--- src/rtl/pipe_hazard_ctrl_if.sv ---
// Control/status bundle between the 3-stage pipeline datapath (master) and
// its stall/flush/forwarding controller (slave).
interface pipe_hazard_ctrl_if #(
    parameter int CNT_W = 32
);
    logic [4:0]       rs1_DE;
    logic [4:0]       rs2_DE;
    logic             rs1_used_DE;
    logic             rs2_used_DE;
    logic             br_taken_DE;
    logic [4:0]       rd_MW;
    logic             reg_wrMW;
    logic             rd_enMW;
    logic             wr_enMW;
    logic             dmem_ack;
    logic             en_pc;
    logic             en_FD;
    logic             en_MW;
    logic             flush_FD;
    logic             flush_MW;
    logic             fwd_a;
    logic             fwd_b;
    logic             mem_err;
    logic [CNT_W-1:0] stall_cnt;

    modport master (
        output rs1_DE, rs2_DE, rs1_used_DE, rs2_used_DE, br_taken_DE,
        output rd_MW, reg_wrMW, rd_enMW, wr_enMW, dmem_ack,
        input  en_pc, en_FD, en_MW, flush_FD, flush_MW,
        input  fwd_a, fwd_b, mem_err, stall_cnt
    );

    modport slave (
        input  rs1_DE, rs2_DE, rs1_used_DE, rs2_used_DE, br_taken_DE,
        input  rd_MW, reg_wrMW, rd_enMW, wr_enMW, dmem_ack,
        output en_pc, en_FD, en_MW, flush_FD, flush_MW,
        output fwd_a, fwd_b, mem_err, stall_cnt
    );
endinterface

--- src/rtl/pipe_hazard_ctrl.sv ---
// Stall, flush and forwarding controller for the IF -> DE -> MW pipeline,
// including data-memory wait handling with timeout and a stall-cycle counter.
module pipe_hazard_ctrl #(
    parameter int WAIT_MAX = 15,
    parameter int CNT_W    = 32
) (
    input logic               clk,
    input logic               rst,
    pipe_hazard_ctrl_if.slave hz
);
    localparam int                WCNT_W   = (WAIT_MAX < 1) ? 1 : $clog2(WAIT_MAX + 1);
    localparam logic [WCNT_W-1:0] WAIT_LIM = WCNT_W'(WAIT_MAX);
    localparam logic [WCNT_W-1:0] WCNT_ONE = WCNT_W'(1);
    localparam logic [WCNT_W-1:0] WCNT_ZERO = {WCNT_W{1'b0}};
    localparam logic [CNT_W-1:0]  CNT_MAX  = {CNT_W{1'b1}};
    localparam logic [CNT_W-1:0]  CNT_ONE  = CNT_W'(1);
    localparam logic [CNT_W-1:0]  CNT_ZERO = {CNT_W{1'b0}};

    typedef enum logic [1:0] {
        ST_RUN      = 2'd0,
        ST_MEM_WAIT = 2'd1,
        ST_LD_STALL = 2'd2
    } state_t;

    state_t            state_r;
    state_t            state_nxt_s;
    logic [WCNT_W-1:0] wcnt_r;
    logic [WCNT_W-1:0] wcnt_nxt_s;
    logic [CNT_W-1:0]  stall_cnt_r;

    logic mem_req_s;
    logic hit1_s;
    logic hit2_s;
    logic ld_use_s;
    logic fwd_a_s;
    logic fwd_b_s;
    logic use_run_s;
    logic en_pc_s;
    logic en_fd_s;
    logic en_mw_s;
    logic flush_fd_s;
    logic flush_mw_s;
    logic mem_err_s;

    // x0 is hard-wired zero, so a match on it is never a real dependency
    function automatic logic src_hit(input logic       used,
                                     input logic [4:0] rs,
                                     input logic [4:0] rd);
        return used && (rs == rd) && (rd != 5'd0);
    endfunction

    assign mem_req_s = hz.rd_enMW | hz.wr_enMW;
    assign hit1_s    = src_hit(hz.rs1_used_DE, hz.rs1_DE, hz.rd_MW);
    assign hit2_s    = src_hit(hz.rs2_used_DE, hz.rs2_DE, hz.rd_MW);
    assign ld_use_s  = hz.rd_enMW & hz.reg_wrMW & (hit1_s | hit2_s);
    assign fwd_a_s   = hz.reg_wrMW & ~hz.rd_enMW & hit1_s;
    assign fwd_b_s   = hz.reg_wrMW & ~hz.rd_enMW & hit2_s;

    // Next-state and pipeline-control decode from the current state and DE/MW status
    always_comb begin
        en_pc_s     = 1'b1;
        en_fd_s     = 1'b1;
        en_mw_s     = 1'b1;
        flush_fd_s  = 1'b0;
        flush_mw_s  = 1'b0;
        mem_err_s   = 1'b0;
        use_run_s   = 1'b0;
        state_nxt_s = ST_RUN;
        wcnt_nxt_s  = WCNT_ZERO;
        case (state_r)
            ST_RUN, ST_LD_STALL: begin
                if (mem_req_s && !hz.dmem_ack) begin
                    en_pc_s     = 1'b0;
                    en_fd_s     = 1'b0;
                    en_mw_s     = 1'b0;
                    state_nxt_s = ST_MEM_WAIT;
                    wcnt_nxt_s  = WCNT_ONE;
                end else begin
                    use_run_s = 1'b1;
                end
            end
            ST_MEM_WAIT: begin
                if (hz.dmem_ack) begin
                    use_run_s = 1'b1;
                end else if (wcnt_r >= WAIT_LIM) begin
                    // abandon the access and let the pipeline move on
                    mem_err_s = 1'b1;
                end else begin
                    en_pc_s     = 1'b0;
                    en_fd_s     = 1'b0;
                    en_mw_s     = 1'b0;
                    state_nxt_s = ST_MEM_WAIT;
                    wcnt_nxt_s  = wcnt_r + WCNT_ONE;
                end
            end
            default: begin
                state_nxt_s = ST_RUN;
            end
        endcase

        // load-use beats a taken branch; the branch is re-seen after the stall
        if (use_run_s) begin
            if (ld_use_s) begin
                en_pc_s     = 1'b0;
                en_fd_s     = 1'b0;
                flush_mw_s  = 1'b1;
                state_nxt_s = ST_LD_STALL;
            end else if (hz.br_taken_DE) begin
                flush_fd_s = 1'b1;
            end else begin
                flush_fd_s = 1'b0;
            end
        end else begin
            flush_mw_s = 1'b0;
        end
    end

    // FSM state and memory-wait counter
    always_ff @(posedge clk or negedge rst) begin
        if (!rst) begin
            state_r <= ST_RUN;
            wcnt_r  <= WCNT_ZERO;
        end else begin
            state_r <= state_nxt_s;
            wcnt_r  <= wcnt_nxt_s;
        end
    end

    // Saturating count of cycles in which the PC is held
    always_ff @(posedge clk or negedge rst) begin
        if (!rst) begin
            stall_cnt_r <= CNT_ZERO;
        end else if (!en_pc_s && (stall_cnt_r != CNT_MAX)) begin
            stall_cnt_r <= stall_cnt_r + CNT_ONE;
        end else begin
            stall_cnt_r <= stall_cnt_r;
        end
    end

    // a flush only takes effect on a buffer that is actually loading
    assign hz.en_pc     = rst & en_pc_s;
    assign hz.en_FD     = rst & en_fd_s;
    assign hz.en_MW     = rst & en_mw_s;
    assign hz.flush_FD  = rst & en_fd_s & flush_fd_s;
    assign hz.flush_MW  = rst & en_mw_s & flush_mw_s;
    assign hz.fwd_a     = rst & fwd_a_s;
    assign hz.fwd_b     = rst & fwd_b_s;
    assign hz.mem_err   = rst & mem_err_s;
    assign hz.stall_cnt = stall_cnt_r;

endmodule

--- src/flat_wrapper.sv ---
// flat-port wrapper written by rule: the top's interface ports become plain ports
module pipe_hazard_ctrl_flat 
#(
    parameter int WAIT_MAX = 15,
    parameter int CNT_W    = 32
)
  (clk, rst, hz_rs1_DE, hz_rs2_DE, hz_rs1_used_DE, hz_rs2_used_DE, hz_br_taken_DE, hz_rd_MW, hz_reg_wrMW, hz_rd_enMW, hz_wr_enMW, hz_dmem_ack, hz_en_pc, hz_en_FD, hz_en_MW, hz_flush_FD, hz_flush_MW, hz_fwd_a, hz_fwd_b, hz_mem_err, hz_stall_cnt);
  pipe_hazard_ctrl_if #(.CNT_W(CNT_W)) hz_i ();
  input logic clk;
  input logic rst;
  input wire logic [$bits(hz_i.rs1_DE)-1:0] hz_rs1_DE;
  input wire logic [$bits(hz_i.rs2_DE)-1:0] hz_rs2_DE;
  input wire logic [$bits(hz_i.rs1_used_DE)-1:0] hz_rs1_used_DE;
  input wire logic [$bits(hz_i.rs2_used_DE)-1:0] hz_rs2_used_DE;
  input wire logic [$bits(hz_i.br_taken_DE)-1:0] hz_br_taken_DE;
  input wire logic [$bits(hz_i.rd_MW)-1:0] hz_rd_MW;
  input wire logic [$bits(hz_i.reg_wrMW)-1:0] hz_reg_wrMW;
  input wire logic [$bits(hz_i.rd_enMW)-1:0] hz_rd_enMW;
  input wire logic [$bits(hz_i.wr_enMW)-1:0] hz_wr_enMW;
  input wire logic [$bits(hz_i.dmem_ack)-1:0] hz_dmem_ack;
  output wire logic [$bits(hz_i.en_pc)-1:0] hz_en_pc;
  output wire logic [$bits(hz_i.en_FD)-1:0] hz_en_FD;
  output wire logic [$bits(hz_i.en_MW)-1:0] hz_en_MW;
  output wire logic [$bits(hz_i.flush_FD)-1:0] hz_flush_FD;
  output wire logic [$bits(hz_i.flush_MW)-1:0] hz_flush_MW;
  output wire logic [$bits(hz_i.fwd_a)-1:0] hz_fwd_a;
  output wire logic [$bits(hz_i.fwd_b)-1:0] hz_fwd_b;
  output wire logic [$bits(hz_i.mem_err)-1:0] hz_mem_err;
  output wire logic [$bits(hz_i.stall_cnt)-1:0] hz_stall_cnt;
  assign hz_i.rs1_DE = hz_rs1_DE;
  assign hz_i.rs2_DE = hz_rs2_DE;
  assign hz_i.rs1_used_DE = hz_rs1_used_DE;
  assign hz_i.rs2_used_DE = hz_rs2_used_DE;
  assign hz_i.br_taken_DE = hz_br_taken_DE;
  assign hz_i.rd_MW = hz_rd_MW;
  assign hz_i.reg_wrMW = hz_reg_wrMW;
  assign hz_i.rd_enMW = hz_rd_enMW;
  assign hz_i.wr_enMW = hz_wr_enMW;
  assign hz_i.dmem_ack = hz_dmem_ack;
  assign hz_en_pc = hz_i.en_pc;
  assign hz_en_FD = hz_i.en_FD;
  assign hz_en_MW = hz_i.en_MW;
  assign hz_flush_FD = hz_i.flush_FD;
  assign hz_flush_MW = hz_i.flush_MW;
  assign hz_fwd_a = hz_i.fwd_a;
  assign hz_fwd_b = hz_i.fwd_b;
  assign hz_mem_err = hz_i.mem_err;
  assign hz_stall_cnt = hz_i.stall_cnt;
  pipe_hazard_ctrl #(.WAIT_MAX(WAIT_MAX), .CNT_W(CNT_W)) u_core (.clk(clk), .rst(rst), .hz(hz_i));
endmodule
--- config.mk ---
export PLATFORM = sky130hd
export DESIGN_NAME = pipe_hazard_ctrl_flat
export DESIGN_NICKNAME = d
export VERILOG_FILES = /design/src/rtl/pipe_hazard_ctrl_if.sv /design/src/rtl/pipe_hazard_ctrl.sv /design/src/flat_wrapper.sv
export SDC_FILE = /design/constraint.sdc
export NUM_CORES = 1
export LEC_CHECK = 0
export CAP_MARGIN = 20
export CORE_MARGIN = 3
export CORE_UTILIZATION = 47
export DETAILED_ROUTE_END_ITERATION = 10
export GPL_ROUTABILITY_DRIVEN = 0
export PLACE_DENSITY = 0.8
export REMOVE_ABC_BUFFERS = 1
export SLEW_MARGIN = 20
export SYNTH_ARGS = -nofsm -noshare
export SYNTH_HDL_FRONTEND = slang
export SYNTH_SLANG_ARGS = --single-unit
--- constraint.sdc ---
create_clock -name clk -period 2.37 [get_ports clk]
set_input_delay 0.237 -clock clk [delete_from_list [all_inputs] [get_ports clk]]
set_output_delay 0.237 -clock clk [all_outputs]
set_load 0.1 [all_outputs]
==> results.yml <==
status:
  status: "finished clean"
pwr:
  peakVddDrop_mv: 0.566
  clkPwrFrac_pct: 30.5
  power.leakage_nw: 1.57
  internal_power_mw: 1.39
  p_switching_mw: 0.840
  swShare_pct: 37.7
  p_per_area_nw_per_um2: 717
  seqPwrFrac_pct: 34.5
  comb_power_share_pct: 35.0
floorplan:
  die_w_um: 72.3
  num_io_pins: 64
  num_rows: 23
  die_area_um2: 5230
  start_util_pct: 50.3
  die_h_um: 72.3
  core_um2: 4120
final_layout:
  layout.nets: 322
  drive_gt1_share_pct: 31.3
  final_common_cell: "buf_4"
  final_cell_mix: "buf_4 (58), dfrtp_1 (38), xor2_1 (35)"
  area_delta_synth_final_pct: 50.1
  antenna_cells: 0
  layout.cells.non_filler: 347
synthesis:
  yosys.area_share.simple_pct: 28.3
  synth_area_um2: 2070
  synthMuxAreaShare_pct: 1.81
  synthAdderAreaFrac_pct: 1.21
  avgSynthCellArea_um2: 10.0
  synth-seq-cells: 38
  synth_xor_area_share_pct: 17.4
  synthCells: 206
  synth.yosys.seq_area_share_pct: 46.0
  synth_cell_types: 37
  synth_top_family_by_area: "simple AND/OR/NAND/NOR gates"
  synth_compound_area_share_pct: 2.24
  yosysWarnings: 0
cts:
  htree_levels: 2
  numCtsBuffers: 5
  clock_path_buffers: 2
  clk_latency_ns: 0.29
  root_buffer: "clkbuf_8"
  clkTransAtPathRegs_ns: 0.07
  cts_tree: "built"
  clkSinkCount: 38
placed_design:
  dpl.hpwl_um: 3830
  dp.cells: 337
  portBuffers: 63
  dp_slack_ns: -0.218
timing:
  max_slew_margin_pct: 76.4
  max_freq_mhz: 436
  min_period_ns: 2.29
  hold_viol: 0
  final-max-slew-violation-count: 0
  skew_ns: 0.00346
  worst_slew_pin_slew_ns: 0.352
  whs_ns: 0.483
  period_share_pct: 96.8
  final.setup.worst_slack_ns: 0.0762
  setup_violations: 0
flow_run:
  cap_violations: 0
worst_setup_path:
  rr_endpoint: "u_core.hz.stall_cnt[5]"
  crit_fanout: 3
  ff2ff_setup_slack_ns: 0.19
  start_kind: "input port"
  crit_path_end_kind: "output port"
  worst-r2r-cell-count: 10
  crit_buf_inv: 3
  crit_type: "input port to output port"
  arrival_ns: 2.06
  worst_path_max_delay_cell: "or4_4"
  timing.rr.start: "u_core.wcnt_r[0]"
  cp.required_ns: 2.13
  cp_common_cell: "nor2_1"
  worstPathCellList: "dlygate4sd2_1, or4_4, nor2_4, nor4_2, nor2_1, nor2_1, nor4b_2, buf_4, buf_12"
  crit_family: "simple AND/OR/NAND/NOR gates"
  critPathMaxStageDelay_ns: 0.55
hold_path:
  min_path_type: "flop to flop"
  holdCritStartpoint: "u_core.hz.stall_cnt[12]"
  hold_path_end: "u_core.hz.stall_cnt[12]"
  holdPathStages: 1
routing:
  wirelength_um: 5280
  num_vias: 1865
  drt_iter0_markers: 66
  avgRoutedWirePerCell_um: 15.2
  firstDrtPassIters: 4
  remaining_drc_errors: 0
  drt.antenna.violating_nets: 0
  vias_per_cell: 5.37
global_routing:
  grt_pass1_vias: 1833
  grt_pass1_wl_um: 8640
  gr-total-overflow: 0
  grt_max_degree: 25
  antenna_found_initial: 0
  groute.usage.overall_pct: 21.2
==> worst register-to-register path: stages, from the launching register on <==
cell and delay (ns):
dfrtp_1 0.38, ha_1 0.22, and3_1 0.17, nand2b_1 0.16, and2_4 0.18, inv_2 0.10, o31ai_4 0.08, buf_4 0.16
buf_4 0.15, nor4_1 0.32, xor2_1 0.18
==> worst max-delay path by stage <==
stage / slack [ns] / cells past startpoint / endpoint / start
after CTS: 0.02 / 9 / hz_flush_FD / hz_rd_MW[1]
final: 0.08 / 9 / hz_flush_FD / hz_rd_MW[3]
after global routing: -0.05 / 7 / hz_flush_MW / hz_rd_MW[0]
after detailed placement: -0.22 / 10 / u_core.hz.stall_cnt[9] / hz_rd_MW[1]
after global placement: -0.15 / 9 / hz_flush_FD / hz_rd_MW[1]
after floorplan: -2.11 / 6 / hz_flush_FD / hz_rd_MW[1]
==> what timing repair did <==
action | CTS | global route
buffers inserted | 0 | 1
resized for setup | 5 | 8
pin swaps | 2 | 3
hold buffers | 1 | 0
setup endpoints to repair | 4 | 11
endpoints found under the hold margin | 14 | 0
==> metal layers <==
layer  wire [µm]  vias up  track usage [%]  share of wire (%)
met5           0        -                0                  0
met4          57        0             5.64                1.1
met3         232        8             4.57                4.4
met2        2740       60             36.7                 52
met1        2250      892             26.6                 43
li1            -      905                -                  -
==> power by group through the flow <==
stage               logic, mW  registers (mW)  clock network [mW]
floorplan               0.195            1.08                   0
finish                  0.779           0.768               0.680
global placement        0.757           0.782                   0
CTS                     0.767           0.768               0.689
global route            0.812           0.777               0.714
detailed placement      0.762           0.780                   0
==> cells in the mapped netlist (all sizes together) <==
| cell type | instances | area [µm²] |
|---|---|---|
| o21ai | 3 | 15.0 |
| nor4 | 15 | 93.8 |
| nand2 | 18 | 67.6 |
| nand3 | 13 | 77.6 |
| or3 | 1 | 6.26 |
| xor2 | 35 | 307 |
| or2 | 2 | 12.5 |
| ha | 2 | 25.0 |
| dfrtp | 38 | 951 |
| and3 | 7 | 43.8 |
| nor4b | 4 | 35.0 |
| and4b | 2 | 20.0 |
| o31ai | 1 | 7.51 |
| a2bb2oi | 1 | 8.76 |
| xnor2 | 6 | 52.6 |
| inv | 5 | 18.8 |
| and4 | 2 | 20.0 |
| clkbuf | 3 | 11.3 |
| and2 | 4 | 25.0 |
| buf | 4 | 35.0 |
| a211oi | 2 | 15.0 |
| nand4 | 5 | 31.3 |
| nor3b | 2 | 20.0 |
| mux2 | 3 | 37.5 |
| nand2b | 1 | 6.26 |
| nor3 | 11 | 55.1 |
| nor2 | 14 | 55.1 |
| or4 | 2 | 15.0 |
==> through the flow <==
| step | util (%) | instance area (µm²) | total power [mW] | setup TNS, ns |
|---|---|---|---|---|
| final | 75.4 | 3100 | 2.23 | 0 |
| after global routing | 75.4 | 3100 | 2.30 | -0.0766 |
| after CTS | 74.5 | 3070 | 2.22 | 0 |
| after detailed placement | 70.8 | 2910 | 1.54 | -3.98 |
| after global placement | 70.8 | 2910 | 1.54 | -2.29 |
| after floorplan | - | 2020 | 1.28 | -34.84 |
==> cells by family after synthesis <==
kind of cell	count (synthesis)
AOI/OAI and AO/OA	7
xor gates and xnor gates	41
adders and majority gates	2
buffers and inverters	12
DFF	38
muxes	3
and+or+nand+nor	103
==> flip-flops by register name, indices dropped and copies added (netlist names) <==
register and cells:
u_core.hz.stall_cnt 32, u_core.state_r 2, u_core.wcnt_r 4
==> layout make-up <==
type	count	area (µm²)
clock buffers	6	82.6
clock inverters	2	60.1
fillers	302	1010
inverters	5	18.8
multi-input cells	156	1100
flip-flops and latches	38	951
well taps	50	62.6
repair buffers	90	826
(Power assumes the default switching activity.)
